[src/rtl/bru_pkg.sv]
// Shared definitions for the branch unit: one-hot decode bit positions, FSM state type,
// default datapath width and the control-bit priority helper.
package bru_pkg;

    localparam int XLEN_DEFAULT = 32;

    localparam int IDX_BEQ  = 0;
    localparam int IDX_BNE  = 1;
    localparam int IDX_BLT  = 2;
    localparam int IDX_BGE  = 3;
    localparam int IDX_BLTU = 4;
    localparam int IDX_BGEU = 5;
    localparam int IDX_JAL  = 6;
    localparam int IDX_JALR = 7;

    localparam int NUM_BR   = IDX_BGEU + 1;
    localparam int NUM_CTRL = IDX_JALR + 1;

    typedef enum logic [1:0] {
        IDLE     = 2'd0,
        WAIT_OPS = 2'd1,
        DONE     = 2'd2
    } state_t;

    // Keep only the lowest-index set bit so a malformed decode resolves deterministically.
    function automatic logic [NUM_CTRL-1:0] lowest_ctrl(input logic [NUM_CTRL-1:0] c);
        return c & (-c);
    endfunction

endpackage

[src/rtl/branch_cmp.sv]
// Branch condition evaluation: equality, signed and unsigned ordering selected by a
// one-hot branch opcode. Purely combinational.
module branch_cmp
    import bru_pkg::*;
#(
    parameter int XLEN = XLEN_DEFAULT
) (
    input  logic [XLEN-1:0]   rs1,
    input  logic [XLEN-1:0]   rs2,
    input  logic [NUM_BR-1:0] op,
    output logic              cond
);

    logic signed [XLEN-1:0] s1;
    logic signed [XLEN-1:0] s2;
    logic                   eq;
    logic                   lt_s;
    logic                   lt_u;

    assign s1   = rs1;
    assign s2   = rs2;
    assign eq   = (rs1 == rs2);
    assign lt_s = (s1 < s2);
    assign lt_u = (rs1 < rs2);

    always_comb begin
        cond = 1'b0;
        if (op[IDX_BEQ])  cond = eq;
        if (op[IDX_BNE])  cond = !eq;
        if (op[IDX_BLT])  cond = lt_s;
        if (op[IDX_BGE])  cond = !lt_s;
        if (op[IDX_BLTU]) cond = lt_u;
        if (op[IDX_BGEU]) cond = !lt_u;
    end

endmodule

[src/rtl/branch_unit.sv]
// Branch/jump resolution unit: accepts one decoded instruction, waits for its operands,
// and presents next_pc/taken/link_value until consumed. Optional target-alignment trap
// enabled by defining BRU_MISALIGN_TRAP_EN.
module branch_unit
    import bru_pkg::*;
#(
    parameter int XLEN   = XLEN_DEFAULT,
    parameter int IBUS_W = 37
) (
    input  logic              clk,
    input  logic              rst,
    input  logic              req_valid,
    output logic              req_ready,
    input  logic [XLEN-1:0]   pc,
    input  logic [XLEN-1:0]   imm,
    input  logic [IBUS_W-1:0] instr_bus,
    output logic              rs1_read,
    output logic              rs2_read,
    input  logic              rs1_valid,
    input  logic              rs2_valid,
    input  logic [XLEN-1:0]   rs1_value,
    input  logic [XLEN-1:0]   rs2_value,
    output logic              pc_j_valid,
    input  logic              res_ready,
    output logic [XLEN-1:0]   next_pc,
    output logic              taken,
    output logic [XLEN-1:0]   link_value,
`ifdef BRU_MISALIGN_TRAP_EN
    output logic              misalign,
`endif
    input  logic              flush
);

    localparam logic [XLEN-1:0] FOUR = XLEN'(4);

    state_t                state_q;
    logic [XLEN-1:0]       pc_q;
    logic [XLEN-1:0]       imm_q;
    logic [NUM_CTRL-1:0]   op_q;
    logic                  rs1_read_q;
    logic                  rs2_read_q;
    logic                  pc_j_valid_q;
    logic                  taken_q;
    logic [XLEN-1:0]       next_pc_q;
    logic [XLEN-1:0]       link_q;
`ifdef BRU_MISALIGN_TRAP_EN
    logic                  misalign_q;
    logic                  misalign_d;
`endif

    logic [NUM_CTRL-1:0]   op_in;
    logic                  is_br;
    logic                  is_jal;
    logic                  is_jalr;
    logic                  ops_ok;
    logic                  cond;
    logic [XLEN-1:0]       pc4;
    logic [XLEN-1:0]       raw_target;
    logic [XLEN-1:0]       target;
    logic                  taken_d;
    logic [XLEN-1:0]       next_pc_d;
    logic                  unused_bus;

    assign op_in      = lowest_ctrl(instr_bus[NUM_CTRL-1:0]);
    assign unused_bus = ^instr_bus[IBUS_W-1:NUM_CTRL];

    assign is_br   = |op_q[IDX_BGEU:IDX_BEQ];
    assign is_jal  = op_q[IDX_JAL];
    assign is_jalr = op_q[IDX_JALR];
    assign ops_ok  = (!(is_br || is_jalr) || rs1_valid) && (!is_br || rs2_valid);

    branch_cmp #(.XLEN(XLEN)) u_cmp (
        .rs1  (rs1_value),
        .rs2  (rs2_value),
        .op   (op_q[IDX_BGEU:IDX_BEQ]),
        .cond (cond)
    );

    always_comb begin
        pc4        = pc_q + FOUR;
        raw_target = (is_jalr ? rs1_value : pc_q) + imm_q;
        target     = is_jalr ? {raw_target[XLEN-1:1], 1'b0} : raw_target;
        taken_d    = is_jal || is_jalr || (is_br && cond);
`ifdef BRU_MISALIGN_TRAP_EN
        // A misaligned target traps instead of redirecting: fall through to pc+4.
        misalign_d = taken_d && target[1];
        if (misalign_d) taken_d = 1'b0;
`endif
        next_pc_d  = taken_d ? target : pc4;
    end

    always_ff @(posedge clk) begin
        if (rst) begin
            state_q      <= IDLE;
            rs1_read_q   <= 1'b0;
            rs2_read_q   <= 1'b0;
            pc_j_valid_q <= 1'b0;
            taken_q      <= 1'b0;
            next_pc_q    <= '0;
            link_q       <= '0;
`ifdef BRU_MISALIGN_TRAP_EN
            misalign_q   <= 1'b0;
`endif
        end else if (flush) begin
            state_q      <= IDLE;
            rs1_read_q   <= 1'b0;
            rs2_read_q   <= 1'b0;
            pc_j_valid_q <= 1'b0;
`ifdef BRU_MISALIGN_TRAP_EN
            misalign_q   <= 1'b0;
`endif
        end else begin
            case (state_q)
                IDLE: begin
                    if (req_valid) begin
                        pc_q       <= pc;
                        imm_q      <= imm;
                        op_q       <= op_in;
                        rs1_read_q <= |op_in[IDX_BGEU:IDX_BEQ] || op_in[IDX_JALR];
                        rs2_read_q <= |op_in[IDX_BGEU:IDX_BEQ];
                        state_q    <= WAIT_OPS;
                    end
                end
                WAIT_OPS: begin
                    if (ops_ok) begin
                        rs1_read_q   <= 1'b0;
                        rs2_read_q   <= 1'b0;
                        pc_j_valid_q <= 1'b1;
                        taken_q      <= taken_d;
                        next_pc_q    <= next_pc_d;
                        link_q       <= pc4;
`ifdef BRU_MISALIGN_TRAP_EN
                        misalign_q   <= misalign_d;
`endif
                        state_q      <= DONE;
                    end
                end
                DONE: begin
                    if (res_ready) begin
                        pc_j_valid_q <= 1'b0;
`ifdef BRU_MISALIGN_TRAP_EN
                        misalign_q   <= 1'b0;
`endif
                        state_q      <= IDLE;
                    end
                end
                default: state_q <= IDLE;
            endcase
        end
    end

    assign req_ready  = (state_q == IDLE);
    assign rs1_read   = rs1_read_q;
    assign rs2_read   = rs2_read_q;
    assign pc_j_valid = pc_j_valid_q;
    assign taken      = taken_q;
    assign next_pc    = next_pc_q;
    assign link_value = link_q;
`ifdef BRU_MISALIGN_TRAP_EN
    assign misalign   = misalign_q;
`endif

endmodule

[config.mk]
export PLATFORM = sky130hd
export DESIGN_NAME = branch_unit
export DESIGN_NICKNAME = d
export VERILOG_FILES = /design/src/rtl/bru_pkg.sv /design/src/rtl/branch_cmp.sv /design/src/rtl/branch_unit.sv
export SDC_FILE = /design/constraint.sdc
export NUM_CORES = 1
export LEC_CHECK = 0
export ABC_AREA = 0
export ABC_CLOCK_PERIOD_IN_PS = 8570
export BUFFER_PORTS_ARGS = -buffer_cell sky130_fd_sc_hd__buf_2
export CORE_AREA = 3 3 142 144
export DETAILED_ROUTE_END_ITERATION = 8
export DIE_AREA = 0 0 145 147
export PLACE_DENSITY = 0.82
export SYNTH_ARGS = -nofsm -noshare
export SYNTH_HDL_FRONTEND = slang
export SYNTH_SLANG_ARGS = --single-unit
export TNS_END_PERCENT = 5
[constraint.sdc]
create_clock -name clk -period 8.57 [get_ports clk]
set_clock_uncertainty 0.2 [all_clocks]
set_input_delay 1.2855 -clock clk [delete_from_list [all_inputs] [get_ports clk]]
set_output_delay 1.2855 -clock clk [all_outputs]
set_load 0.01 [all_outputs]
==> impl_metrics.toml, run 1 <==
[pwr]
p_int_mw = 1.26
ir_drop_mv = 0.121
pwr-share-comb = 0.127
clock_power_share = 0.440
p_total_mw = 1.71
p_seq_frac = 0.433
switching_share = 0.261
p_sw_mw = 0.446
total_leakage_power_nw = 4.41
power-per-cell-area_nw_per_um2 = 165

[logic_synthesis]
ys_seq_area_frac = 0.420
async_flop_share = 0
synth_warnings = 0
synthCells = 877
synth_seq_cells = 142
synth_area_leaders = "edfxtp_1 26%, dfxtp_1 17%, ha_1 9.4%"
synth_cell_types = 65
syn_nets = 1114
ys.flop_type = "edfxtp_1"
syn_area_um2 = 8480
netlist.area_leader.share = 0.255
yosysTopAreaCell = "edfxtp_1"
synth_edf_count = 72
avgSynthCellArea_um2 = 9.67

[critical_path]
cp-start-kind = "input pin"
critPathBufInv = 2
cp_top_family = "compound AO/OA/AOI/OAI gates"
worstSetupPathType = "input pin to register"
cp.required_ns = 8.69
crit_path_end_kind = "register"
cp_slowest_cell = "o21a_1"
critPathArrivalTime_ns = 5.13
critPathMaxFanout = 16
max_stage_delay_ns = 0.73
path_cells = "buf_2 > ha_1 > nand4_1 > nor4_1 > nand2_1 > mux2_1 > o22a_1 > o221ai_4 > o21a_1 > buf_4 > nor3_1 > a2111oi_2"

[sta]
hold_viol_final = 0
maxSlewViolCount = 0
timing.final.crit_period_ns = 5.01
rsz0062_at_grt = "false"
fin_tns_setup_ns = 0
fin_crit_sh = 0.584
fmax_ghz = 0.200
setup_viol = 0
tightest_slew_ns = 1.02
hold-worst-slack_ns = 0.253
slew_headroom = 0.323

[cells_and_area]
drive_gt1_frac = 0.277
antenna_cells = 0
fill_cells = 1653
final_cell_mix = "211 x buf_2, 96 x nor2_1, 72 x edfxtp_1"
layout_commonest_cell = "buf_2"
nNetsFinal = 1315
syn2layout_area_growth_pct = 22.2

[route]
firstDrtPassIters = 7
drtAntennaViolNets = 0
vias = 7422
viasPerCell = 5.49
drc_errors = 0
wirelength_um = 23900
first_iter_violations = 425
wl_per_cell_um = 17.7

[cts]
cts_sinks = 142
clk_path_buf_depth = 2
cts_tree = "yes"
post_cts_buffers = 0
cts_resized = 0
worst_skew_pair.late_latency_ns = 0.43
ctsHoldBuffers = 0
cts_buffers = 17
clk_pin_slew_ns = 0.06
cts_root_buf = "clkbuf_16"
htree_levels = 4

[global_routing]
grt_usage = 0.225
overflow = 0
grt_pass1_wl_um = 38500
grt_pass1_vias = 7386
grt_antenna_before_repair = 0
grt_max_degree = 73

[die]
die_h_um = 147
start_util = 0.450
die_area_um2 = 21300
coreArea_um2 = 18800
die_w_um = 145
fp-row-count = 50
pin_count = 241

[job]
max-cap-violations = 0

[worst_hold_path]
min_path_type = "register to register"

[outcome]
outcome = "completed"

[placed_design]
io_buffers = 211
gp_congestion = 0.866
dp_hpwl_um = 17800
-- sequential cells by signal, summed over array words and instances (netlist names) --
name and flops:
imm_q 32, state_q 2, link_value 32, pc_j_valid 1, taken 1, op_q 8, rs1_read 1, pc_q 32
rs2_read 1, next_pc 32
-- power groups by stage --
stage | Sequential [mW] | Combinational [mW] | Clock [mW]
finish | 0.740 | 0.217 | 0.752
global route | 0.741 | 0.242 | 0.797
CTS | 0.740 | 0.216 | 0.763
detailed placement | 0.754 | 0.214 | 0
global placement | 0.754 | 0.209 | 0
floorplan | 0.756 | 0.134 | 0
-- final cells by class --
type                       count  area, um2  share of cell area
multi-input combinational    650       4580               0.442
sequential                   142       3560               0.344
timing repair buffer         219       1120               0.108
clock buffer                  20        478              0.0461
tap                          260        325              0.0314
inverter                      48        180              0.0174
clock inverter                12        120              0.0116
-- worst paths after layout --
path | startpoint | end | slack (ns) | cells past startpoint
min reg2reg | link_value[3] | link_value[3] | 0.25 | 2
max reg2reg | op_q[7] | next_pc[29] | 4.03 | 12
max | rs1_value[15] | next_pc[18] | 3.56 | 12
min | link_value[3] | link_value[3] | 0.25 | 2
-- cell families after synthesis --
| logic type | count (synthesis) | share of synthesized area |
|---|---|---|
| simple gates | 295 | 0.170 |
| compound gates | 199 | 0.167 |
| flops | 142 | 0.420 |
| buf+inv | 85 | 0.0412 |
| fa+ha+maj | 65 | 0.0968 |
| xor+xnor | 51 | 0.0527 |
| mux | 40 | 0.0519 |
-- Yosys cell counts (2+ instances only) --
cell type  number
inv_1          48
o211ai_1       10
or3_1           5
and2_1          5
or4_1           3
a31oi_1         6
xor2_1         20
nand3b_1        7
a21boi_0        2
mux2_2         31
o21ai_0        22
dfxtp_1        70
a2111oi_2       7
a41o_1          2
mux2i_1         8
ha_1           64
nand4_1        16
and3_1          9
o41ai_1         2
xnor2_1        31
a21oi_1        59
a211oi_1       33
nand2_1        60
nor3b_1         5
nor4_1          8
o31ai_1         4
clkbuf_1       29
a2111oi_0       2
o21a_1         10
a21o_1         21
a311oi_1        3
nand3_1        23
nor2_1         96
nor2b_1         9
o22a_1          2
nand2b_1       12
nor3_1         29
buf_1           4
nor4_2          2
edfxtp_1       72
buf_6           2
-- layer usage --
metal	GRT usage	share of wire
met5	0	0
met1	0.299	0.44
met3	0.0546	0.076
met4	0.0784	0.025
met2	0.361	0.46
-- per-stage QoR --
| stage | utilization | setup WS [ns] | instances | instance area, um2 |
|---|---|---|---|---|
| final | 0.550 | 3.56 | 1351 | 10400 |
| after global routing | 0.550 | 3.40 | 1351 | 10400 |
| after CTS | 0.550 | 3.64 | 1351 | 10400 |
| after detailed placement | 0.519 | 3.20 | 1319 | 9770 |
| after global placement | 0.519 | 3.21 | 1319 | 9770 |
| after floorplan | - | 1.14 | 877 | 8480 |
-- worst reg2reg max path, stage by stage (launching register included) --
cell and delay (ns):
edfxtp_1 0.33, buf_4 0.46, mux2_2 0.42, ha_1 0.35, o211ai_1 0.11, o21ai_0 0.53, o221ai_1 0.26, and2_1 0.28
a211oi_1 0.45, o211ai_1 0.28, a21oi_1 0.36, and4b_1 0.24, o31ai_1 0.21
Power figures use the tool's default switching activity.
==> inputs of run 2 (changes only) <==
ABC_AREA = 1   (was 0)
ABC_CLOCK_PERIOD_IN_PS = 4300   (was 8570)
CORE_AREA = 3 3 146 148   (was 3 3 142 144)
DIE_AREA = 0 0 149 151   (was 0 0 145 147)
PLACE_DENSITY = 0.84   (was 0.82)
clock period = 4.3 ns   (was 8.57 ns; I/O delays follow)
==> impl_metrics.toml, run 2 <==
[logic_synthesis]
yosysMostFrequentCell = "nand2_1"
avgSynthCellArea_um2 = 7.61
syn_area_um2 = 8960
yosysTopAreaCell = "edfxtp_1"
synth_edf_count = 72
synth_area_leaders = "edfxtp_1 24%, dfxtp_1 16%, nand2_1 11%"
syn_nets = 1414
synth_warnings = 0
synth_top_family_by_area = "simple AND/OR/NAND/NOR gates"
synth_xor_area_frac = 0.0518
synthCells = 1177
netlist.area_leader.share = 0.241
ys.flop_type = "edfxtp_1"
synth_fa_ha_area_frac = 0.0916
synthMuxAreaShare = 0
synthSimpleGateAreaFrac = 0.262
async_flop_share = 0
synth_compound_gate_area_share = 0.106
synth_cell_types = 48
synth_seq_cells = 142
ys_seq_area_frac = 0.398
yosys-top-cells-count = "273 x nand2_1, 166 x inv_1, 104 x nor2_1"

[critical_path]
worstSetupPathType = "register to register"
cp.required_ns = 4.42
critPathMaxFanout = 23
max_stage_delay_ns = 0.44
crit_path_start = "op_q[7]"
rr_startpoint = "op_q[7]"
crit_end = "next_pc[21]"
cpMostUsedCell = "nand2_1"
cp_slowest_cell = "edfxtp_1"
reg2reg_depth = 22
critPathArrivalTime_ns = 3.51
path_cells = "buf_4 > o21ai_0 > inv_1 > ha_1 > nand3_1 > nand2_1 > a21oi_1 > inv_1 > nand2_1 > nand3_1 > a21oi_1 > inv_1 > nand2_1 > nand2_1 > nand2_1 > nand2_1 > nand2_1 > nand2_1 > nand3_1 > nand3_1 > nand2_1 > inv_1"
worstReg2RegEnd = "next_pc[21]"
crit_path_end_kind = "register"
cp-start-kind = "register"
r2r_slack_ns = 0.91

[cts]
clk_path_buf_depth = 2
cts_sinks = 142
htree_levels = 4
cts_root_buf = "clkbuf_16"
cts_resized = 0
post_cts_buffers = 0
ctsHoldBuffers = 0
clk_pin_slew_ns = 0.06
cts_buffers = 17
worst_skew_pair.late_latency_ns = 0.42
cts_tree = "yes"

[placed_design]
gp_congestion = 0.938
post-place-ws_ns = 0.743
dp_hpwl_um = 21300
io_buffers = 211
detailed_place.area_um2 = 10300

[route]
first_iter_violations = 801
wirelength_um = 26900
vias = 8642
wl_per_cell_um = 16.2
drc_errors = 0
drtAntennaViolNets = 0
firstDrtPassIters = 5
viasPerCell = 5.20

[global_routing]
grt_max_degree = 43
grt_usage = 0.234
grt_pass1_wl_um = 41400
overflow = 0
grt_pass1_vias = 8047
grt_antenna_before_repair = 0

[pwr]
total_leakage_power_nw = 5.51
power-per-cell-area_nw_per_um2 = 306
ir_drop_mv = 0.256
p_total_mw = 3.33

[die]
start_util = 0.444
coreArea_um2 = 20200
die_area_um2 = 22500
fp-row-count = 52
pin_count = 241
die_h_um = 151
die_w_um = 149

[sta]
fmax_ghz = 0.295
timing.final.crit_period_ns = 3.39
tightest_slew_ns = 0.553
fin_tns_setup_ns = 0
setup_viol = 0
fin_crit_sh = 0.788
rsz0062_at_grt = "false"
slew_headroom = 0.631
worst_slack_ns = 0.912
hold_viol_final = 0
maxSlewViolCount = 0

[cells_and_area]
antenna_cells = 0
final_area_um2 = 10900
nNetsFinal = 1619
final_cell_mix = "273 x nand2_1, 211 x buf_2, 166 x inv_1"
drive_gt1_frac = 0.200
fin_util = 0.539
layout_commonest_cell = "nand2_1"
syn2layout_area_growth_pct = 21.4

[job]
max-cap-violations = 0

[outcome]
outcome = "completed"

[worst_hold_path]
min_path_type = "input pin to register"
[run 2: changes by cell type in the layout (fill, tap and decap cells not counted), sizes merged, moves of 20 or more]
cell / change
nand2: +217
mux2: -32
a211oi: -33
nand3: +71
inv: +115
o21ai: +44
xnor2: -20
xor2: +22
[run 2: worst min path at each step]
| stage | endpoint | cells past startpoint | from |
|---|---|---|---|
| after floorplan | state_q[0] | 2 | state_q[0] |
| final | pc_q[6] | 1 | pc[6] |
| after global routing | pc_q[3] | 1 | pc[3] |
| after CTS | pc_q[2] | 1 | pc[2] |
| after detailed placement | link_value[6] | 2 | link_value[6] |
| after global placement | link_value[7] | 2 | link_value[7] |
[run 2: final cells by class]
class                      instances  area (um2)
sequential                       142        3560
clock buffer                      22         518
timing repair buffer             224        1170
multi-input combinational        827        4600
tap                              270         338
fill                            1875        9290
inverter                         170         639
clock inverter                     8        52.6
[run 2: power breakdown]
part           switching, mW  internal, mW
logic                  0.268         0.166
registers             0.0187          1.45
clock network          0.574         0.850
[run 2: per-stage QoR]
step / hold slack, ns / instances
2_1_floorplan: 0.283 / 1177
3_3_place_gp: 0.247 / 1633
3_5_place_dp: 0.254 / 1633
4_1_cts: 0.183 / 1663
5_1_grt: 0.181 / 1663
6_report: 0.194 / 1663
[run 2: per-layer routing]
metal / GRT usage / vias to the layer above / routed length (um)
met1: 0.337 / 3910 / 12000
li1: - / 4286 / -
met3: 0.0431 / 33 / 2530
met5: 0 / - / 0
met4: 0.0613 / 0 / 454
met2: 0.365 / 413 / 11900
[run 2: cells by family after synthesis]
kind of cell | count (synthesis)
and+or+nand+nor | 536
buffers and inverters | 208
AOI/OAI and AO/OA | 173
DFF | 142
adders and majority gates | 65
xor gates and xnor gates | 53
[run 2: worst max-delay path: cells and delay by family (launching register included)]
kind	cells	cell delay (ns)
simple gates	13	1.01
fa+ha+maj	1	0.28
flops	1	0.44
compound gates	3	0.83
buf+inv	5	0.52
